<file path="config.mk">
export PLATFORM = sky130hd
export DESIGN_NAME = lc3b_mem_seq
export DESIGN_NICKNAME = d
export VERILOG_FILES = /design/src/rtl/lc3b_types.sv /design/src/rtl/lc3b_byte_lane.sv /design/src/rtl/lc3b_mem_seq.sv
export SDC_FILE = /design/constraint.sdc
export NUM_CORES = 1
export LEC_CHECK = 0
export CORE_MARGIN = 2
export CORE_UTILIZATION = 35
export DETAILED_ROUTE_END_ITERATION = 10
export GPL_TIMING_DRIVEN = 0
export RECOVER_POWER = 25
export SLEW_MARGIN = 20
export SYNTH_ARGS = -nofsm -noshare
export SYNTH_HDL_FRONTEND = slang
export SYNTH_SLANG_ARGS = --single-unit
</file>
<file path="constraint.sdc">
create_clock -name clk -period 2.3 [get_ports clk]
set_clock_uncertainty 0.2 [all_clocks]
set_input_delay 0.345 -clock clk [delete_from_list [all_inputs] [get_ports clk]]
set_output_delay 0.345 -clock clk [all_outputs]
set_load 0.01 [all_outputs]
</file>
<file path="src/rtl/lc3b_types.sv">
// lc3b_types: shared LC-3b types and constants for the memory-access sequencer.
//   lc3b_word / lc3b_mem_wmask / lc3b_opcode : basic datapath types
//   lc3b_memseq_state                        : sequencer FSM encoding
//   WMASK_*                                  : byte-lane write masks
//   helper functions classify opcodes for the sequencer.
package lc3b_types;

  typedef logic [15:0] lc3b_word;
  typedef logic [1:0]  lc3b_mem_wmask;

  typedef enum logic [3:0] {
    op_br   = 4'b0000,
    op_add  = 4'b0001,
    op_ldb  = 4'b0010,
    op_stb  = 4'b0011,
    op_jsr  = 4'b0100,
    op_and  = 4'b0101,
    op_ldr  = 4'b0110,
    op_str  = 4'b0111,
    op_rti  = 4'b1000,
    op_not  = 4'b1001,
    op_ldi  = 4'b1010,
    op_sti  = 4'b1011,
    op_jmp  = 4'b1100,
    op_shf  = 4'b1101,
    op_lea  = 4'b1110,
    op_trap = 4'b1111
  } lc3b_opcode;

  typedef enum logic [1:0] {
    s_idle = 2'd0,
    s_acc1 = 2'd1,
    s_acc2 = 2'd2,
    s_done = 2'd3
  } lc3b_memseq_state;

  localparam lc3b_mem_wmask WMASK_LO   = 2'b01;
  localparam lc3b_mem_wmask WMASK_HI   = 2'b10;
  localparam lc3b_mem_wmask WMASK_WORD = 2'b11;

  // Opcodes that touch memory at all.
  function automatic logic is_mem_op(lc3b_opcode op);
    return (op == op_ldr) || (op == op_ldb) || (op == op_str) ||
           (op == op_stb) || (op == op_ldi) || (op == op_sti);
  endfunction

  // Opcodes whose first access is a write (ldi/sti start with a pointer read).
  function automatic logic is_direct_store(lc3b_opcode op);
    return (op == op_str) || (op == op_stb);
  endfunction

  function automatic logic is_byte_op(lc3b_opcode op);
    return (op == op_ldb) || (op == op_stb);
  endfunction

  function automatic logic is_indirect(lc3b_opcode op);
    return (op == op_ldi) || (op == op_sti);
  endfunction

endpackage

</file>
<file path="src/rtl/lc3b_byte_lane.sv">
// lc3b_byte_lane: combinational byte-lane steering for LDB/STB and word ops.
//   i_addr0      : address bit 0 (selects high/low byte)
//   i_is_byte    : current access is a byte access
//   i_store_byte : byte to store (replicated on both lanes)
//   i_store_word : word to store for word accesses
//   i_mem_rdata  : memory read data
//   o_wmask      : write mask (ungated; caller qualifies with the write strobe)
//   o_wdata      : write data
//   o_load_byte  : zero-extended byte selected by i_addr0
module lc3b_byte_lane
  import lc3b_types::*;
(
  input  logic          i_addr0,
  input  logic          i_is_byte,
  input  logic [7:0]    i_store_byte,
  input  lc3b_word      i_store_word,
  input  lc3b_word      i_mem_rdata,
  output lc3b_mem_wmask o_wmask,
  output lc3b_word      o_wdata,
  output lc3b_word      o_load_byte
);

  assign o_wmask     = i_is_byte ? (i_addr0 ? WMASK_HI : WMASK_LO) : WMASK_WORD;
  // Byte stores drive the byte on both lanes; the mask picks the one that lands.
  assign o_wdata     = i_is_byte ? {i_store_byte, i_store_byte} : i_store_word;
  assign o_load_byte = i_addr0 ? {8'h00, i_mem_rdata[15:8]} : {8'h00, i_mem_rdata[7:0]};

endmodule

</file>
<file path="src/rtl/lc3b_mem_seq.sv">
// lc3b_mem_seq: multi-cycle load/store sequencer between the LC-3b datapath
// and a mem_read/mem_write/mem_resp memory port.
//   clk, reset            : clock, synchronous active-high reset
//   req_valid/req_ready   : request handshake (ready only in IDLE)
//   req_op/addr/wdata     : decoded opcode, effective address, store data
//   done, err             : one-cycle completion pulse / error pulse
//   rdata                 : last load result, held until the next load completes
//   mem_*                 : memory port; strobes held until mem_resp
// Optional build macro LC3B_MEMSEQ_TIMEOUT_EN: abort an access after
// TIMEOUT_CYCLES strobe cycles without mem_resp and report err with done.
module lc3b_mem_seq
  import lc3b_types::*;
#(
  parameter int TIMEOUT_CYCLES = 255
) (
  input  logic          clk,
  input  logic          reset,
  input  logic          req_valid,
  output logic          req_ready,
  input  logic [3:0]    req_op,
  input  logic [15:0]   req_addr,
  input  logic [15:0]   req_wdata,
  output logic          done,
  output logic          err,
  output logic [15:0]   rdata,
  output logic [15:0]   mem_address,
  output logic          mem_read,
  output logic          mem_write,
  output logic [1:0]    mem_wmask,
  output logic [15:0]   mem_wdata,
  input  logic [15:0]   mem_rdata,
  input  logic          mem_resp
);

  if (TIMEOUT_CYCLES < 1) begin : g_bad_cfg
    $error("lc3b_mem_seq: TIMEOUT_CYCLES must be at least 1");
  end

  lc3b_memseq_state r_state, w_state_nxt;
  lc3b_opcode       r_op;
  lc3b_word         r_addr, r_wdata, r_ptr, r_rdata;

  logic          w_accept, w_strobe, w_tmo, w_lane_byte;
  lc3b_mem_wmask w_lane_wmask;
  lc3b_word      w_lane_wdata, w_load_byte;

  assign w_accept  = req_valid && req_ready;
  assign w_strobe  = mem_read || mem_write;
  assign req_ready = (r_state == s_idle);
  assign done      = (r_state == s_done);
  assign rdata     = r_rdata;

  // Only the first access of ldb/stb is byte-wide; ldi/sti pointer and data
  // accesses are always whole words.
  assign w_lane_byte = (r_state == s_acc1) && is_byte_op(r_op);

  lc3b_byte_lane u_lane (
    .i_addr0      (r_addr[0]),
    .i_is_byte    (w_lane_byte),
    .i_store_byte (r_wdata[7:0]),
    .i_store_word (r_wdata),
    .i_mem_rdata  (mem_rdata),
    .o_wmask      (w_lane_wmask),
    .o_wdata      (w_lane_wdata),
    .o_load_byte  (w_load_byte)
  );

`ifdef LC3B_MEMSEQ_TIMEOUT_EN
  localparam int CNT_W = $clog2(TIMEOUT_CYCLES + 1);
  logic [CNT_W-1:0] r_cnt;
  logic             r_err;

  // Any state change restarts the count, so each access gets a fresh budget.
  always_ff @(posedge clk) begin
    if (reset || (w_state_nxt != r_state)) r_cnt <= '0;
    else if (w_strobe)                     r_cnt <= r_cnt + CNT_W'(1);
  end

  // A response in the final allowed cycle still wins over the timeout.
  assign w_tmo = w_strobe && !mem_resp && (r_cnt == CNT_W'(TIMEOUT_CYCLES - 1));

  // Set on the edge into DONE via timeout, so it lines up with done.
  always_ff @(posedge clk) begin
    if (reset) r_err <= 1'b0;
    else       r_err <= w_tmo;
  end
  assign err = r_err;
`else
  assign w_tmo = 1'b0;
  assign err   = 1'b0;
`endif

  // State register
  always_ff @(posedge clk) begin
    if (reset) r_state <= s_idle;
    else       r_state <= w_state_nxt;
  end

  // Next-state logic; mem_resp is only looked at while a strobe is up.
  always_comb begin
    w_state_nxt = r_state;
    unique case (r_state)
      s_idle: if (w_accept)
                w_state_nxt = is_mem_op(lc3b_opcode'(req_op)) ? s_acc1 : s_done;
      s_acc1: if (mem_resp)   w_state_nxt = is_indirect(r_op) ? s_acc2 : s_done;
              else if (w_tmo) w_state_nxt = s_done;
      s_acc2: if (mem_resp || w_tmo) w_state_nxt = s_done;
      s_done: w_state_nxt = s_idle;
      default: w_state_nxt = s_idle;
    endcase
  end

  // Memory port outputs, decoded from state so strobes fall on the same edge
  // that samples mem_resp (or reset).
  always_comb begin
    mem_read    = 1'b0;
    mem_write   = 1'b0;
    mem_address = '0;
    unique case (r_state)
      s_acc1: begin
        mem_address = is_byte_op(r_op) ? r_addr : {r_addr[15:1], 1'b0};
        mem_write   = is_direct_store(r_op);
        mem_read    = !is_direct_store(r_op);
      end
      s_acc2: begin
        mem_address = {r_ptr[15:1], 1'b0};
        mem_write   = (r_op == op_sti);
        mem_read    = (r_op != op_sti);
      end
      default: ;
    endcase
    mem_wmask = mem_write ? w_lane_wmask : '0;
    mem_wdata = mem_write ? w_lane_wdata : '0;
  end

  // Request latch, pointer and load-result registers
  always_ff @(posedge clk) begin
    if (reset) begin
      r_op    <= op_br;
      r_addr  <= '0;
      r_wdata <= '0;
      r_ptr   <= '0;
      r_rdata <= '0;
    end else begin
      if (w_accept) begin
        r_op    <= lc3b_opcode'(req_op);
        r_addr  <= req_addr;
        r_wdata <= req_wdata;
      end
      if ((r_state == s_acc1) && mem_resp) begin
        if (is_indirect(r_op))   r_ptr   <= mem_rdata;
        else if (r_op == op_ldr) r_rdata <= mem_rdata;
        else if (r_op == op_ldb) r_rdata <= w_load_byte;
      end
      if ((r_state == s_acc2) && mem_resp && (r_op == op_ldi))
        r_rdata <= mem_rdata;
    end
  end

endmodule

</file>
-- Yosys cells after proc, flatten, opt, wreduce, memory -nomap -nowiden
Cells that the tools add are included.
- $add $sub $neg: 0
- multipliers: 0
- div/mod/pow operators: 0
- $lt $le $gt $ge: 0
- eq/ne operators: 20
- shift operators: 0
- muxes and demuxes: 21
- bitwise operators: 0
- reductions and logical operators: 20
- operators with widths (cell ; count):
    $mux W16 ; 7
    $pmux W16 S2 ; 1
    $eq A4 B2 Y1 const B ; 4
    $eq A4 B3 Y1 const B ; 4
    $eq A4 B4 Y1 const B ; 4
    $mux W2 ; 7
    $logic_or A1 B1 Y1 ; 8
    $mux W8 ; 1
    $pmux W2 S4 ; 1
    $reduce_and A3 Y1 ; 2
    $logic_and A1 B1 Y1 ; 5
    $eq A2 B2 Y1 const B ; 2
    $ne A2 B1 Y1 const B ; 2
    $ne A2 B2 Y1 const B ; 2
    $ne A4 B4 Y1 const B ; 1
    $pmux W1 S2 ; 2
    $reduce_bool A3 Y1 ; 1
    $eq A2 B1 Y1 const B ; 1
    $logic_not A2 Y1 ; 1
    $mux W1 ; 2
    $reduce_and A2 Y1 ; 1
    $reduce_bool A2 Y1 ; 1
    $logic_not A1 Y1 ; 1
- register bits after elaboration: 70
- bits in latches: 0
- bits in writable memories: 0
- memory bits (read-only): 0
- input bits: 56
- output and inout bits: 55
- word-level logic and storage cells: 67
- memories kept: 0

-- Longest topological paths before layout
- depth after elaboration: 9
- depth in mapped cells: 7
- mapped depth without buffers: 7

-- By module
A second synthesis with hierarchy kept.
- cell total of the unflattened synthesis: 410
- area, all modules: 3651.0 um^2
- modules (own cells, without submodules) (module ; times used ; cells each ; area an instance (um^2) ; seq. area each (um^2)):
    lc3b_mem_seq ; 1 ; 372 ; 3240.6 ; 1381.3
    lc3b_byte_lane ; 1 ; 38 ; 410.4 ; 0.0

-- Least setup slack after synthesis
No wires, ideal clock.
- path type: register to output
- start: reg r_state[1]
- end: out mem_wdata[10]
- arrival time: 1.553 ns
- required time: 1.755 ns
- setup slack: 0.202 ns
- stages on the path, launching flop included: 8
- path buffers: 1
- cell sequence: dfxtp_1 inv_1 ha_1 nor2b_1 and3b_1 clkbuf_1 nand2_1 a21oi_1
- longest elaborated chain between the ends: 4
- elaborated cells on any way between the ends: 6
- those cells by class: eq/ne: 2; mux: 3; reduce/logical: 1
- ends and longest elaborated chain (item ; line ; text):
    start, declared ; lc3b_mem_seq.sv:39 ; lc3b_memseq_state r_state, w_state_nxt;
    start signal, assigned ; lc3b_mem_seq.sv:95 ; if (reset) r_state <= s_idle;
    start signal, assigned ; lc3b_mem_seq.sv:96 ; else r_state <= w_state_nxt;
    $eq A2 B1 Y1 ; lc3b_mem_seq.sv:55, lc3b_mem_seq.sv:119 ;
    $logic_and A1 B1 Y1 ; lc3b_mem_seq.sv:55 ; assign w_lane_byte = (r_state == s_acc1) && is_byte_op(r_op);
    $mux W16 ; lc3b_byte_lane.sv:25 ; assign o_wdata = i_is_byte ? {i_store_byte, i_store_byte} : i_store_word;
    $mux W16 * ; lc3b_mem_seq.sv:133 ; mem_wdata = mem_write ? w_lane_wdata : '0;
    end, declared ; lc3b_mem_seq.sv:30 ; output logic [15:0] mem_wdata,
Mark *: on every way between the ends. The rest lies on a longest branch, timed or not.

-- Worst setup path in the final report
- start: reg r_state[0]
- end: out mem_wdata[7]
- longest elaborated chain between the ends: 3
- elaborated cells on any way between the ends: 4
- those cells by class: eq/ne: 2; mux: 2
- ends and longest elaborated chain (item ; line ; text):
    $eq A2 B2 Y1 / $eq A2 B1 Y1 (equally long branches) ; lc3b_mem_seq.sv:119 ; unique case (r_state)
    $pmux W1 S2 * ; lc3b_mem_seq.sv:119 ;
    $mux W16 * ; lc3b_mem_seq.sv:133 ;
Marks and branches as above.

==> flow_summary.ini <==
[status]
violations = negative setup slack
status = complete, but fails checks

[pwr]
p_clk_share_pct = 25.0
ir_drop_mv = 0.389
switching_share_pct = 35.7
power.net_switching_mw = 1.45
internal_power_mw = 2.62
p_per_area_nw_per_um2 = 822
combPwrFrac_pct = 39.5
p_seq_share_pct = 35.5
power.leakage_nw = 1.86

[critical_path]
crit_buf_inv = 4
critical_path.max_fanout = 4
rrSetupSlack_ps = 190
cp_cell_sequence = buf_6 -> ha_4 -> nor2b_4 -> o21a_1 -> nand3_4 -> buf_12 -> clkinvlp_4 -> and2_1 -> buf_2
crit_path_top_delay_cell = dfxtp_4
cp.arrival_ps = 1960
crit_path_max_incr_delay_ps = 370
cp-start-kind = flop
critPathTopFamily = buffers and inverters
endpoint_kind = output port
crit_type = reg2out
crit_required_ps = 1750

[synth]
ys_ff_latch = 69
ys_seq_area_share_pct = 43.5
syn_area_sq_um = 3180
yosysWarnings = 0
syn-instance-count = 410
ys_types = 35
avgSynthCellArea_sq_um = 7.75
syn-num-nets = 470

[floorplan]
start_util_pct = 36.3
die_area_sq_um = 9850
die_w_microns = 99.3
coreArea_sq_um = 8760
die_h_microns = 99.3
num_io_pins = 111
num_rows = 34

[sta]
hold_viol_final = 0
period_needed_ps = 2510
setup_viol = 26
drv_slew = 0
tns_ps = -3330
fin_ws_ps = -208
fmaxAchievable_mhz = 399
rsz0062_at_grt = true
relSlewSlack_pct = 48.7
max_slew.worst_pin.slew_ps = 768
finalHoldWorstSlack_ps = 258
timing.final.crit_share_pct = 109

[cts]
clockBufferDepth = 2
clk_pin_slew_ps = 80
cts_tree = yes
hold_buffers = 0
clock_latency_ps = 350
htreeDepth = 3
cts_root_buf = clkbuf_8
cts_buffers = 9
cts.sinks = 69

[routing]
drt-total-wl_microns = 10600
antenna_left = 0
viasPerCell = 5.03
dr.pass1.iters = 4
dr_total_vias = 3313
routedWlPerCell_microns = 16.0
drtIter0Drc = 138
route.detailed.drc = 0

[flow_run]
max_cap_violations = 0

[grt]
grt_pass1_vias = 3340
overflow = 0
grt.total_usage_pct = 21.3
grt_pass1_wl_microns = 16800
grt_max_degree = 14
antenna_found_initial = 0

[layout]
drive_above_1_share_pct = 24.9
nets = 606
n_antenna_cell = 0
syn_to_final_growth_pct = 55.7
nFillCells = 858
final_cell_mix = nand2_1 (129), clkdlybuf4s50_1 (72), dfxtp_1 (65)
final_common_cell = nand2_1
multi_input_area_sq_um = 1830
final-seq-area_sq_um = 1390

[placed_design]
io_buffers = 108
place.gp.congestion = 0.790
dp.final_hpwl_microns = 7240
pre_cts_slack_ps = -766

[worst_hold_path]
hold_class = reg2reg
[registers in the layout, indices dropped and copies added, names as in the netlist]
name	cells
r_ptr	15
r_addr	16
r_state	2
rdata	16
r_wdata	16
r_op	4
[worst reg2reg max path: cells and delay by family (launching register included)]
family,cells,cell delay [ps]
and+or+nand+nor,2,240
adders and majority gates,1,160
DFF,1,370
buffers and inverters,2,260
AOI/OAI and AO/OA,2,800
[through the flow]
stage | instance area [sq um] | std cells | total power [mW] | utilization [%]
2_1_floorplan | 3180 | 410 | 2.13 | -
3_3_place_gp | 4390 | 626 | 2.54 | 50.1
3_5_place_dp | 4390 | 626 | 2.57 | 50.1
4_1_cts | 4860 | 653 | 3.92 | 55.5
5_1_grt | 4940 | 659 | 4.27 | 56.4
6_report | 4940 | 659 | 4.06 | 56.4
[area by class of cell]
class	count	area share (%)
clock inverters	7	1.52
repair buffers	127	23.7
inverters	5	0.531
flip-flops and latches	69	28.1
multi-input cells	306	36.9
plain buffers	27	3.85
well taps	108	2.73
repair inverters	1	0.152
clock buffers	9	2.51
[cells in the mapped netlist (all sizes together)]
master | number | area [sq um]
nand2 | 129 | 484
a21oi | 71 | 355
dfxtp | 69 | 1380
clkbuf | 24 | 91.3
nor2b | 17 | 106
a22oi | 15 | 113
nor2 | 12 | 45.0
nand3 | 10 | 50.1
and2 | 9 | 56.3
a211oi | 8 | 100
mux2i | 8 | 80.1
buf | 6 | 41.3
inv | 5 | 18.8
ha | 4 | 50.1
and3b | 3 | 26.3
nand2b | 3 | 18.8
and3 | 2 | 12.5
o22ai | 2 | 12.5
a211o | 1 | 8.76
a311o | 1 | 10.0
a31oi | 1 | 6.26
conb | 1 | 3.75
nand3b | 1 | 7.51
nand4b | 1 | 23.8
nand4bb | 1 | 11.3
o2111a | 1 | 12.5
o2111ai | 1 | 8.76
o211ai | 1 | 21.3
o21a | 1 | 7.51
o21ai | 1 | 5.00
o31ai | 1 | 7.51
[worst paths after layout]
| path | from | cells after the start | end |
|---|---|---|---|
| worst max-delay path | r_state[0] | 9 | mem_wdata[7] |
| worst min register to register | rdata[8] | 2 | rdata[8] |
| worst max register to register | r_state[0] | 7 | rdata[11] |
| worst min-delay path | rdata[8] | 2 | rdata[8] |
[cell families after synthesis]
group,Yosys count,synth area share (%)
simple gates,188,26.5
compound gates,105,21.0
flops,69,43.5
buf+inv,35,4.76
mux,8,2.52
fa+ha+maj,4,1.58
other cells,1,0.118
[power groups by stage]
stage | clock network, mW | registers, mW | logic [mW]
floorplan | 0 | 1.42 | 0.716
global placement | 0 | 1.43 | 1.11
detailed placement | 0 | 1.44 | 1.13
CTS | 1.03 | 1.43 | 1.46
global route | 1.08 | 1.46 | 1.73
finish | 1.02 | 1.44 | 1.61
[per-layer routing]
| metal | up-vias | wire [microns] | global-route usage, % |
|---|---|---|---|
| li1 | 1644 | - | - |
| met1 | 1557 | 4720 | 27.6 |
| met2 | 101 | 5050 | 35.2 |
| met3 | 11 | 669 | 4.57 |
| met4 | 0 | 123 | 7.27 |
| met5 | - | 0 | 0 |
[timing repair]
item                       in CTS  in global routing
gates resized for setup       194                 41
cloned                          2                  2
setup endpoints to repair      36                 33
pin swaps                       8                  8
buffers inserted               11                  5
No activity file was read; power rests on OpenSTA's default activity.
